--- src/rtl/tile_matmul_ctrl_pkg.sv ---
// Shared definitions for the tiled matrix-multiply controller.
//   - state_e      : controller FSM states
//   - TILE_WORDS   : 32-bit words per 16x16 byte tile
//   - COMPUTE_CYCLES / DRAIN_BEATS : core phase lengths
//   - add16x2      : lane-wise modulo-2^16 add of two packed result pairs
package tile_matmul_ctrl_pkg;

  typedef enum logic [2:0] {
    IDLE    = 3'd0,
    LOAD_A  = 3'd1,
    LOAD_B  = 3'd2,
    COMPUTE = 3'd3,
    DRAIN   = 3'd4,
    NEXT    = 3'd5,
    DONE    = 3'd6
  } state_e;

  localparam int unsigned TILE_WORDS     = 64;
  localparam int unsigned COMPUTE_CYCLES = 4096;
  localparam int unsigned DRAIN_BEATS    = 128;

  // Phase counter must reach COMPUTE_CYCLES itself (one extra slot overlaps
  // the last load beat), so 13 bits.
  localparam int unsigned CNT_W = 13;

  // Two independent 16-bit lanes; carries never cross from [15:0] into [31:16].
  function automatic logic [31:0] add16x2(input logic [31:0] a, input logic [31:0] b);
    add16x2 = {a[31:16] + b[31:16], a[15:0] + b[15:0]};
  endfunction

endpackage

--- src/rtl/tile_matmul_ctrl_addr_gen.sv ---
// tile_addr_gen: combinational word-address generator for one tile step.
// Ports:
//   bi_i, bj_i, bk_i : tile indices (row of C, column of C, reduction)
//   r_i, w_i         : row inside a 16-row tile, word inside a 4-word row
//   p_i              : drain beat 0..127 (8 result words per row)
//   tiles_i          : tiles per matrix edge
//   a/b/c_base_i     : word base addresses
//   a/b/c_addr_o     : source A, source B and result C word addresses
// All arithmetic wraps at 12 bits like the address bus.
module tile_addr_gen (
  input  logic [2:0]  bi_i,
  input  logic [2:0]  bj_i,
  input  logic [2:0]  bk_i,
  input  logic [3:0]  r_i,
  input  logic [1:0]  w_i,
  input  logic [6:0]  p_i,
  input  logic [2:0]  tiles_i,
  input  logic [11:0] a_base_i,
  input  logic [11:0] b_base_i,
  input  logic [11:0] c_base_i,
  output logic [11:0] a_addr_o,
  output logic [11:0] b_addr_o,
  output logic [11:0] c_addr_o
);

  logic [11:0] a_row_s;
  logic [11:0] b_row_s;
  logic [11:0] c_row_s;
  logic [11:0] tiles_s;

  // Matrix row numbers and the A/B (4 words per tile row) and C (8 words per
  // tile row) addresses.
  always_comb begin
    tiles_s  = {9'd0, tiles_i};
    a_row_s  = {5'd0, bi_i, 4'b0000} + {8'd0, r_i};
    b_row_s  = {5'd0, bk_i, 4'b0000} + {8'd0, r_i};
    c_row_s  = {5'd0, bi_i, 4'b0000} + {8'd0, p_i[6:3]};
    a_addr_o = a_base_i + ((a_row_s * tiles_s) << 2) + {7'd0, bk_i, 2'b00} + {10'd0, w_i};
    b_addr_o = b_base_i + ((b_row_s * tiles_s) << 2) + {7'd0, bj_i, 2'b00} + {10'd0, w_i};
    c_addr_o = c_base_i + ((c_row_s * tiles_s) << 3) + {6'd0, bj_i, 3'b000} + {9'd0, p_i[2:0]};
  end

endmodule

--- src/rtl/tile_matmul_ctrl.sv ---
// tile_matmul_ctrl: sequences a 16x16 MAC core over an N x N (N = 16*tiles)
// row-major matrix product C = A*B, tile loop bi (outer), bj, bk (inner).
// Ports:
//   clk, reset                 : clock, synchronous active-high reset
//   start, cfg_*               : go pulse, tiles per edge, A/B/C word bases
//   busy, done                 : run in progress, one-cycle completion pulse
//   src_rd_en/src_addr/src_rdata : A/B source memory, 1-cycle read latency
//   dst_rd_en/dst_we/dst_addr/dst_wdata/dst_rdata : C memory (read-modify-write)
//   core_reset_n/core_valid/core_data/core_result0/1 : MAC core stream
// All control and address outputs are registered and aligned with state_q;
// core_data and dst_wdata are gated pass-throughs of 1-cycle-latency data.
module tile_matmul_ctrl
  import tile_matmul_ctrl_pkg::*;
#(
  parameter int unsigned IN_DATA_WITDH = 8,
  parameter int unsigned BLOCK_SIZE    = 16,
  parameter int unsigned MAX_TILES     = 4
) (
  input  logic        clk,
  input  logic        reset,
  input  logic        start,
  input  logic [2:0]  cfg_tiles,
  input  logic [11:0] cfg_a_base,
  input  logic [11:0] cfg_b_base,
  input  logic [11:0] cfg_c_base,
  output logic        busy,
  output logic        done,
  output logic        src_rd_en,
  output logic [11:0] src_addr,
  input  logic [31:0] src_rdata,
  output logic        dst_rd_en,
  output logic        dst_we,
  output logic [11:0] dst_addr,
  output logic [31:0] dst_wdata,
  input  logic [31:0] dst_rdata,
  output logic        core_reset_n,
  output logic        core_valid,
  output logic [31:0] core_data,
  input  logic [15:0] core_result0,
  input  logic [15:0] core_result1
);

  // Words in one tile (TILE_WORDS at the default parameters).
  localparam logic [CNT_W-1:0] LOAD_LAST    = CNT_W'(BLOCK_SIZE * BLOCK_SIZE * IN_DATA_WITDH / 32 - 1);
  // COMPUTE runs one slot longer: its first slot carries the last load beat.
  localparam logic [CNT_W-1:0] COMPUTE_LAST = CNT_W'(COMPUTE_CYCLES);
  // DRAIN alternates read/core beat (even cnt) and write-back (odd cnt).
  localparam logic [CNT_W-1:0] DRAIN_LAST   = CNT_W'(2 * DRAIN_BEATS - 1);
  localparam logic [2:0]       MAX_T        = 3'(MAX_TILES);

  state_e            state_q, state_d;
  logic [CNT_W-1:0]  cnt_q, cnt_d;
  logic [2:0]        bi_q, bi_d, bj_q, bj_d, bk_q, bk_d;
  logic [2:0]        tiles_q, tiles_d;
  logic [11:0]       a_base_q, a_base_d, b_base_q, b_base_d, c_base_q, c_base_d;
  logic [2:0]        last_idx_s;

  logic              busy_q, busy_d, done_q, done_d;
  logic              src_rd_en_q, src_rd_en_d;
  logic [11:0]       src_addr_q, src_addr_d;
  logic              dst_rd_en_q, dst_rd_en_d, dst_we_q, dst_we_d;
  logic [11:0]       dst_addr_q, dst_addr_d;
  logic              core_valid_q, core_valid_d;
  logic              ld_valid_q, ld_valid_d;
  logic              core_reset_n_q;

  logic [11:0]       a_addr_s, b_addr_s, c_addr_s;

  // Addresses are generated from next-state values so the registered
  // outputs line up with the state they belong to.
  tile_addr_gen u_addr_gen (
    .bi_i     (bi_d),
    .bj_i     (bj_d),
    .bk_i     (bk_d),
    .r_i      (cnt_d[5:2]),
    .w_i      (cnt_d[1:0]),
    .p_i      (cnt_d[7:1]),
    .tiles_i  (tiles_d),
    .a_base_i (a_base_d),
    .b_base_i (b_base_d),
    .c_base_i (c_base_d),
    .a_addr_o (a_addr_s),
    .b_addr_o (b_addr_s),
    .c_addr_o (c_addr_s)
  );

  assign last_idx_s = tiles_q - 3'd1;

  // Next-state, counters, tile indices and next output values.
  always_comb begin
    state_d  = state_q;
    cnt_d    = cnt_q;
    bi_d     = bi_q;
    bj_d     = bj_q;
    bk_d     = bk_q;
    tiles_d  = tiles_q;
    a_base_d = a_base_q;
    b_base_d = b_base_q;
    c_base_d = c_base_q;

    case (state_q)
      IDLE: begin
        if (start) begin
          tiles_d  = cfg_tiles;
          a_base_d = cfg_a_base;
          b_base_d = cfg_b_base;
          c_base_d = cfg_c_base;
          bi_d     = 3'd0;
          bj_d     = 3'd0;
          bk_d     = 3'd0;
          cnt_d    = '0;
          if ((cfg_tiles == 3'd0) || (cfg_tiles > MAX_T)) begin
            state_d = DONE;
          end else begin
            state_d = LOAD_A;
          end
        end else begin
          state_d = IDLE;
        end
      end
      LOAD_A: begin
        if (cnt_q == LOAD_LAST) begin
          cnt_d   = '0;
          state_d = LOAD_B;
        end else begin
          cnt_d = cnt_q + CNT_W'(1);
        end
      end
      LOAD_B: begin
        if (cnt_q == LOAD_LAST) begin
          cnt_d   = '0;
          state_d = COMPUTE;
        end else begin
          cnt_d = cnt_q + CNT_W'(1);
        end
      end
      COMPUTE: begin
        if (cnt_q == COMPUTE_LAST) begin
          cnt_d   = '0;
          state_d = DRAIN;
        end else begin
          cnt_d = cnt_q + CNT_W'(1);
        end
      end
      DRAIN: begin
        if (cnt_q == DRAIN_LAST) begin
          cnt_d   = '0;
          state_d = NEXT;
        end else begin
          cnt_d = cnt_q + CNT_W'(1);
        end
      end
      NEXT: begin
        cnt_d = '0;
        if (bk_q != last_idx_s) begin
          bk_d    = bk_q + 3'd1;
          state_d = LOAD_A;
        end else begin
          bk_d = 3'd0;
          if (bj_q != last_idx_s) begin
            bj_d    = bj_q + 3'd1;
            state_d = LOAD_A;
          end else begin
            bj_d = 3'd0;
            if (bi_q != last_idx_s) begin
              bi_d    = bi_q + 3'd1;
              state_d = LOAD_A;
            end else begin
              bi_d    = 3'd0;
              state_d = DONE;
            end
          end
        end
      end
      DONE: begin
        state_d = IDLE;
      end
      default: begin
        state_d = IDLE;
        cnt_d   = '0;
      end
    endcase

    src_rd_en_d = (state_d == LOAD_A) || (state_d == LOAD_B);
    if (state_d == LOAD_A) begin
      src_addr_d = a_addr_s;
    end else if (state_d == LOAD_B) begin
      src_addr_d = b_addr_s;
    end else begin
      src_addr_d = 12'd0;
    end

    // Load beats follow each read by one cycle; compute beats start in slot 1.
    ld_valid_d   = src_rd_en_q;
    core_valid_d = src_rd_en_q
                 || ((state_d == COMPUTE) && (cnt_d != '0))
                 || ((state_d == DRAIN) && !cnt_d[0]);

    dst_rd_en_d = (state_d == DRAIN) && !cnt_d[0];
    dst_we_d    = (state_d == DRAIN) && cnt_d[0];
    if (state_d == DRAIN) begin
      dst_addr_d = c_addr_s;
    end else begin
      dst_addr_d = 12'd0;
    end

    busy_d = (state_d != IDLE) && (state_d != DONE);
    done_d = (state_d == DONE);
  end

  // FSM state, phase counter, tile indices and latched configuration.
  always_ff @(posedge clk) begin
    if (reset) begin
      state_q  <= IDLE;
      cnt_q    <= '0;
      bi_q     <= 3'd0;
      bj_q     <= 3'd0;
      bk_q     <= 3'd0;
      tiles_q  <= 3'd0;
      a_base_q <= 12'd0;
      b_base_q <= 12'd0;
      c_base_q <= 12'd0;
    end else begin
      state_q  <= state_d;
      cnt_q    <= cnt_d;
      bi_q     <= bi_d;
      bj_q     <= bj_d;
      bk_q     <= bk_d;
      tiles_q  <= tiles_d;
      a_base_q <= a_base_d;
      b_base_q <= b_base_d;
      c_base_q <= c_base_d;
    end
  end

  // Registered control/address outputs.
  always_ff @(posedge clk) begin
    if (reset) begin
      busy_q       <= 1'b0;
      done_q       <= 1'b0;
      src_rd_en_q  <= 1'b0;
      src_addr_q   <= 12'd0;
      dst_rd_en_q  <= 1'b0;
      dst_we_q     <= 1'b0;
      dst_addr_q   <= 12'd0;
      core_valid_q <= 1'b0;
      ld_valid_q   <= 1'b0;
    end else begin
      busy_q       <= busy_d;
      done_q       <= done_d;
      src_rd_en_q  <= src_rd_en_d;
      src_addr_q   <= src_addr_d;
      dst_rd_en_q  <= dst_rd_en_d;
      dst_we_q     <= dst_we_d;
      dst_addr_q   <= dst_addr_d;
      core_valid_q <= core_valid_d;
      ld_valid_q   <= ld_valid_d;
    end
  end

  // Core reset: the register delay keeps it low one cycle past any reset.
  always_ff @(posedge clk) begin
    if (reset) begin
      core_reset_n_q <= 1'b0;
    end else begin
      core_reset_n_q <= 1'b1;
    end
  end

  assign busy         = busy_q;
  assign done         = done_q;
  assign src_rd_en    = src_rd_en_q;
  assign src_addr     = src_addr_q;
  assign dst_rd_en    = dst_rd_en_q;
  assign dst_we       = dst_we_q;
  assign dst_addr     = dst_addr_q;
  assign core_valid   = core_valid_q;
  assign core_reset_n = core_reset_n_q;
  assign core_data    = ld_valid_q ? src_rdata : 32'd0;
  // First reduction pass overwrites C; later passes accumulate per 16-bit lane.
  assign dst_wdata    = !dst_we_q ? 32'd0 :
                        (bk_q == 3'd0) ? {core_result1, core_result0} :
                        add16x2(dst_rdata, {core_result1, core_result0});

endmodule

--- config.mk ---
export PLATFORM = sky130hd
export DESIGN_NAME = tile_matmul_ctrl
export DESIGN_NICKNAME = d
export VERILOG_FILES = /design/src/rtl/tile_matmul_ctrl_pkg.sv /design/src/rtl/tile_matmul_ctrl_addr_gen.sv /design/src/rtl/tile_matmul_ctrl.sv
export SDC_FILE = /design/constraint.sdc
export NUM_CORES = 1
export LEC_CHECK = 0
export CORE_ASPECT_RATIO = 0.9
export CORE_MARGIN = 2
export CORE_UTILIZATION = 55
export CTS_CLUSTER_DIAMETER = 200
export CTS_CLUSTER_SIZE = 10
export DETAILED_ROUTE_END_ITERATION = 8
export GPL_TIMING_DRIVEN = 0
export PLACE_DENSITY = 0.95
export SYNTH_ARGS = -nofsm -noshare
export SYNTH_HDL_FRONTEND = slang
export SYNTH_SLANG_ARGS = --single-unit
--- constraint.sdc ---
create_clock -name clk -period 15.19 [get_ports clk]
set_input_delay 1.519 -clock clk [delete_from_list [all_inputs] [get_ports clk]]
set_output_delay 1.519 -clock clk [all_outputs]
set_load 0.01 [all_outputs]
==> flow_metrics.env <==
export IMPL_power_density_nw_per_um2=72.7
export IMPL_maxSlewHeadroom=0.284
export IMPL_wl_per_cell_microns=18.0
export IMPL_avgViaCountPerCell=5.84
export IMPL_grt_pass1_vias=9456
export IMPL_synthFlopType="dfxtp_1"
export IMPL_hold_path_class="reg2reg"
export IMPL_grt_pass1_wl_microns=46000
export IMPL_run_status="complete, no violations"
export IMPL_synth_edf_count=0
export IMPL_drc=0
export IMPL_yosysWarnings=0
export IMPL_p_sw_uw=289
export IMPL_leakage_nw=5.34
export IMPL_nets=1660
export IMPL_p_comb_frac=0.373
export IMPL_grt_use_total=0.319
export IMPL_cts_sinks=96
export IMPL_preCtsSetupSlack_ps=7530
export IMPL_core_area_sq_um=16200
export IMPL_grt_start_max_net_pins=18
export IMPL_synth_seq_cells=96
export IMPL_worstReg2RegStart="state_q[1]"
export IMPL_insertedDiodeCount=0
export IMPL_synth_net_count=1418
export IMPL_post_cts_buffers=0
export IMPL_ant_nets=0
export IMPL_postSynthAreaPerCell_sq_um=8.03
export IMPL_sw_frac_of_total=0.329
export IMPL_clk_pin_slew_ps=70
export IMPL_dr_pass1_iters=7
export IMPL_pin_count=233
export IMPL_setup_viol=0
export IMPL_end_kind="flip-flop"
export IMPL_fin_tns_setup_ps=0
export IMPL_p_clk_frac=0.311
export IMPL_fin_crit_sh=0.491
export IMPL_cts_tree="built"
export IMPL_peakVddDrop_uv=72.8
export IMPL_cts_resized_gates=0
export IMPL_antenna_found_initial=0
export IMPL_first_iter_violations=704
export IMPL_async_reset_ff_frac=0
export IMPL_ff2ff_path_depth=23
export IMPL_crit_arrival_ps=7680
export IMPL_max_cap_violations=0
export IMPL_intPower_uw=588
export IMPL_rsz0062_at_grt="false"
export IMPL_num_vias=9309
export IMPL_crit_required_ps=15410
export IMPL_syn2layout_area_growth_pct=32.0
export IMPL_hold_violations=0
export IMPL_die_h_microns=126
export IMPL_gp_congestion=0.956
export IMPL_row_count=44
export IMPL_fillers=1164
export IMPL_wirelength_microns=28700
export IMPL_crit_path_end="src_addr[11]"
export IMPL_period_needed_ps=7460
export IMPL_hold_buffers=0
export IMPL_setup_ws_ps=7730
export IMPL_start_util=0.565
export IMPL_dp_hpwl_microns=22800
export IMPL_r2r_end="src_addr[11]"
export IMPL_htree_levels=3
export IMPL_gr_total_overflow=0
export IMPL_cp_startpoint="start"
export IMPL_clock_path_buffers=2
export IMPL_synth_distinct_cells=62
export IMPL_critPathMaxFanout=10
export IMPL_skew_ps=6.94
export IMPL_rrSetupSlack_ps=8580
export IMPL_worst_setup_path_start_kind="input pin"
export IMPL_fmax_ghz=0.134
export IMPL_clockRootBuffer="clkbuf_16"
export IMPL_cts_buffers=9
export IMPL_synth_area_sq_um=9150
export IMPL_clk_latency_ps=360
export IMPL_critical_path_class="in2reg"
export IMPL_die_area_sq_um=17700
export IMPL_hold_worst_slack_ps=531
export IMPL_portBuffers=231
export IMPL_seq_power_share=0.316
export IMPL_postSynthCellCount=1139
export IMPL_yosysSeqAreaShare=0.210
export IMPL_tightestPinTransition_ps=1060
export IMPL_drive_above_1_share=0.0505
export IMPL_report_final_slew_viol_count=0
export IMPL_die_w_microns=140
## cells in the final DEF (no fill, tap or decap), drive strengths merged, types with 7 or more instances in the layout
cell type / synthesis / routed
a211oi: 8 / 8
a21o: 27 / 27
a21oi: 74 / 74
a22oi: 16 / 16
a31oi: 11 / 11
and2: 73 / 73
and3: 7 / 7
buf: 8 / 8
clkbuf: 34 / 43
clkdlybuf4s50: 0 / 231
dfxtp: 96 / 96
fa: 28 / 28
ha: 113 / 113
inv: 88 / 90
mux2: 29 / 29
mux2i: 11 / 11
nand2: 99 / 99
nand2b: 14 / 14
nand3: 16 / 16
nand4: 9 / 9
nor2: 112 / 112
nor2b: 13 / 13
nor3: 21 / 21
nor4: 8 / 8
o21ai: 48 / 48
or2: 8 / 8
or3: 10 / 10
xnor2: 61 / 61
xor2: 17 / 17
## metrics by stage
stage	utilization	instances	power [mW]	cell area, sq um
3_5_place_dp	0.724	1577	0.599	11700
4_1_cts	0.746	1593	0.873	12100
5_1_grt	0.746	1593	0.916	12100
3_3_place_gp	0.724	1577	0.589	11700
6_report	0.746	1593	0.877	12100
2_1_floorplan	-	1139	0.481	9150
## critical path, stage by stage
cell and delay (ps):
clkdlybuf4s50_1 540, nor4b_1 280, clkbuf_1 550, clkbuf_1 550, a21o_1 380, nand2_1 170, fa_1 530, inv_1 70
ha_1 190, inv_1 70, fa_1 440, xnor2_1 300, ha_1 300, ha_1 350, o21a_1 150, a2111oi_0 480
nor3_1 160, a31oi_1 260, xnor2_1 110, a22oi_1 200, nor2_1 70
## logic make-up (layout without fill, tap and decap cells)
group                      Yosys count  after routing  share of synthesized area
xor gates and xnor gates            79             79                     0.0773
and+or+nand+nor                    417            417                      0.230
AOI/OAI and AO/OA                  236            236                      0.164
buffers and inverters              130            377                     0.0547
adders and majority gates          141            141                      0.216
DFF                                 96             96                      0.210
muxes                               40             40                     0.0477
## worst min path at each step
stage | from | end | slack [ps] | cells past startpoint
6_report | b_base_q[11] | b_base_q[11] | 530 | 2
5_1_grt | b_base_q[11] | b_base_q[11] | 550 | 2
4_1_cts | b_base_q[11] | b_base_q[11] | 540 | 2
3_5_place_dp | b_base_q[11] | b_base_q[11] | 510 | 2
3_3_place_gp | a_base_q[11] | a_base_q[11] | 490 | 2
2_1_floorplan | b_base_q[11] | b_base_q[11] | 470 | 2
## registers in the layout (all words and copies together) (netlist names)
name	cells
state_q	3
core_reset_n	1
done	1
core_valid	1
bi_q	3
dst_addr	12
b_base_q	12
tiles_q	3
dst_we	1
src_addr	12
src_rd_en	1
ld_valid_q	1
cnt_q	13
a_base_q	12
bk_q	3
c_base_q	12
busy	1
dst_rd_en	1
bj_q	3
## cell usage after synthesis, types with 6 or more instances
library cell,count,area share
a21o_1,27,0.022
or2_2,8,0.0055
and2_1,73,0.050
o21ai_0,44,0.024
nand3b_1,6,0.0049
nor2b_1,13,0.0089
nor4_1,8,0.0055
o31ai_1,6,0.0049
ha_1,113,0.15
clkbuf_1,34,0.014
nand4_1,9,0.0062
nand3_1,16,0.0088
or3_1,10,0.0068
fa_1,28,0.061
a22oi_1,16,0.013
a21boi_0,6,0.0049
a211oi_1,8,0.0066
mux2_2,29,0.036
xnor2_1,61,0.058
and3_1,7,0.0048
a31oi_1,11,0.0075
nand2_1,99,0.041
dfxtp_1,96,0.21
mux2i_1,11,0.012
a21oi_1,74,0.040
nand2b_1,14,0.0096
nor2_1,112,0.046
nor3_1,21,0.011
inv_1,88,0.036
xor2_1,17,0.016
## metal layers
| layer | vias to the layer above | wire, microns | track usage |
|---|---|---|---|
| li1 | 4418 | - | - |
| met1 | 4331 | 11200 | 0.377 |
| met2 | 469 | 14100 | 0.570 |
| met3 | 91 | 2220 | 0.0513 |
| met4 | 0 | 1150 | 0.145 |
| met5 | - | 0 | 0 |
## layout make-up
cell class	instances	area, sq um	area share
multi-input cells	913	6730	0.557
well taps	207	259	0.0215
clock inverters	7	128	0.0106
inverters	88	330	0.0274
plain buffers	42	170	0.0141
clock buffers	9	225	0.0187
repair buffers	231	2310	0.192
flip-flops and latches	96	1920	0.159
## power by group through the flow
stage | Sequential [mW] | Clock, mW | Combinational [mW]
after floorplan | 0.283 | 0 | 0.197
after global placement | 0.282 | 0 | 0.307
after detailed placement | 0.283 | 0 | 0.317
after CTS | 0.277 | 0.273 | 0.323
after global routing | 0.279 | 0.284 | 0.354
final | 0.277 | 0.272 | 0.328
Note: power is estimated with default switching activity, not from simulation.
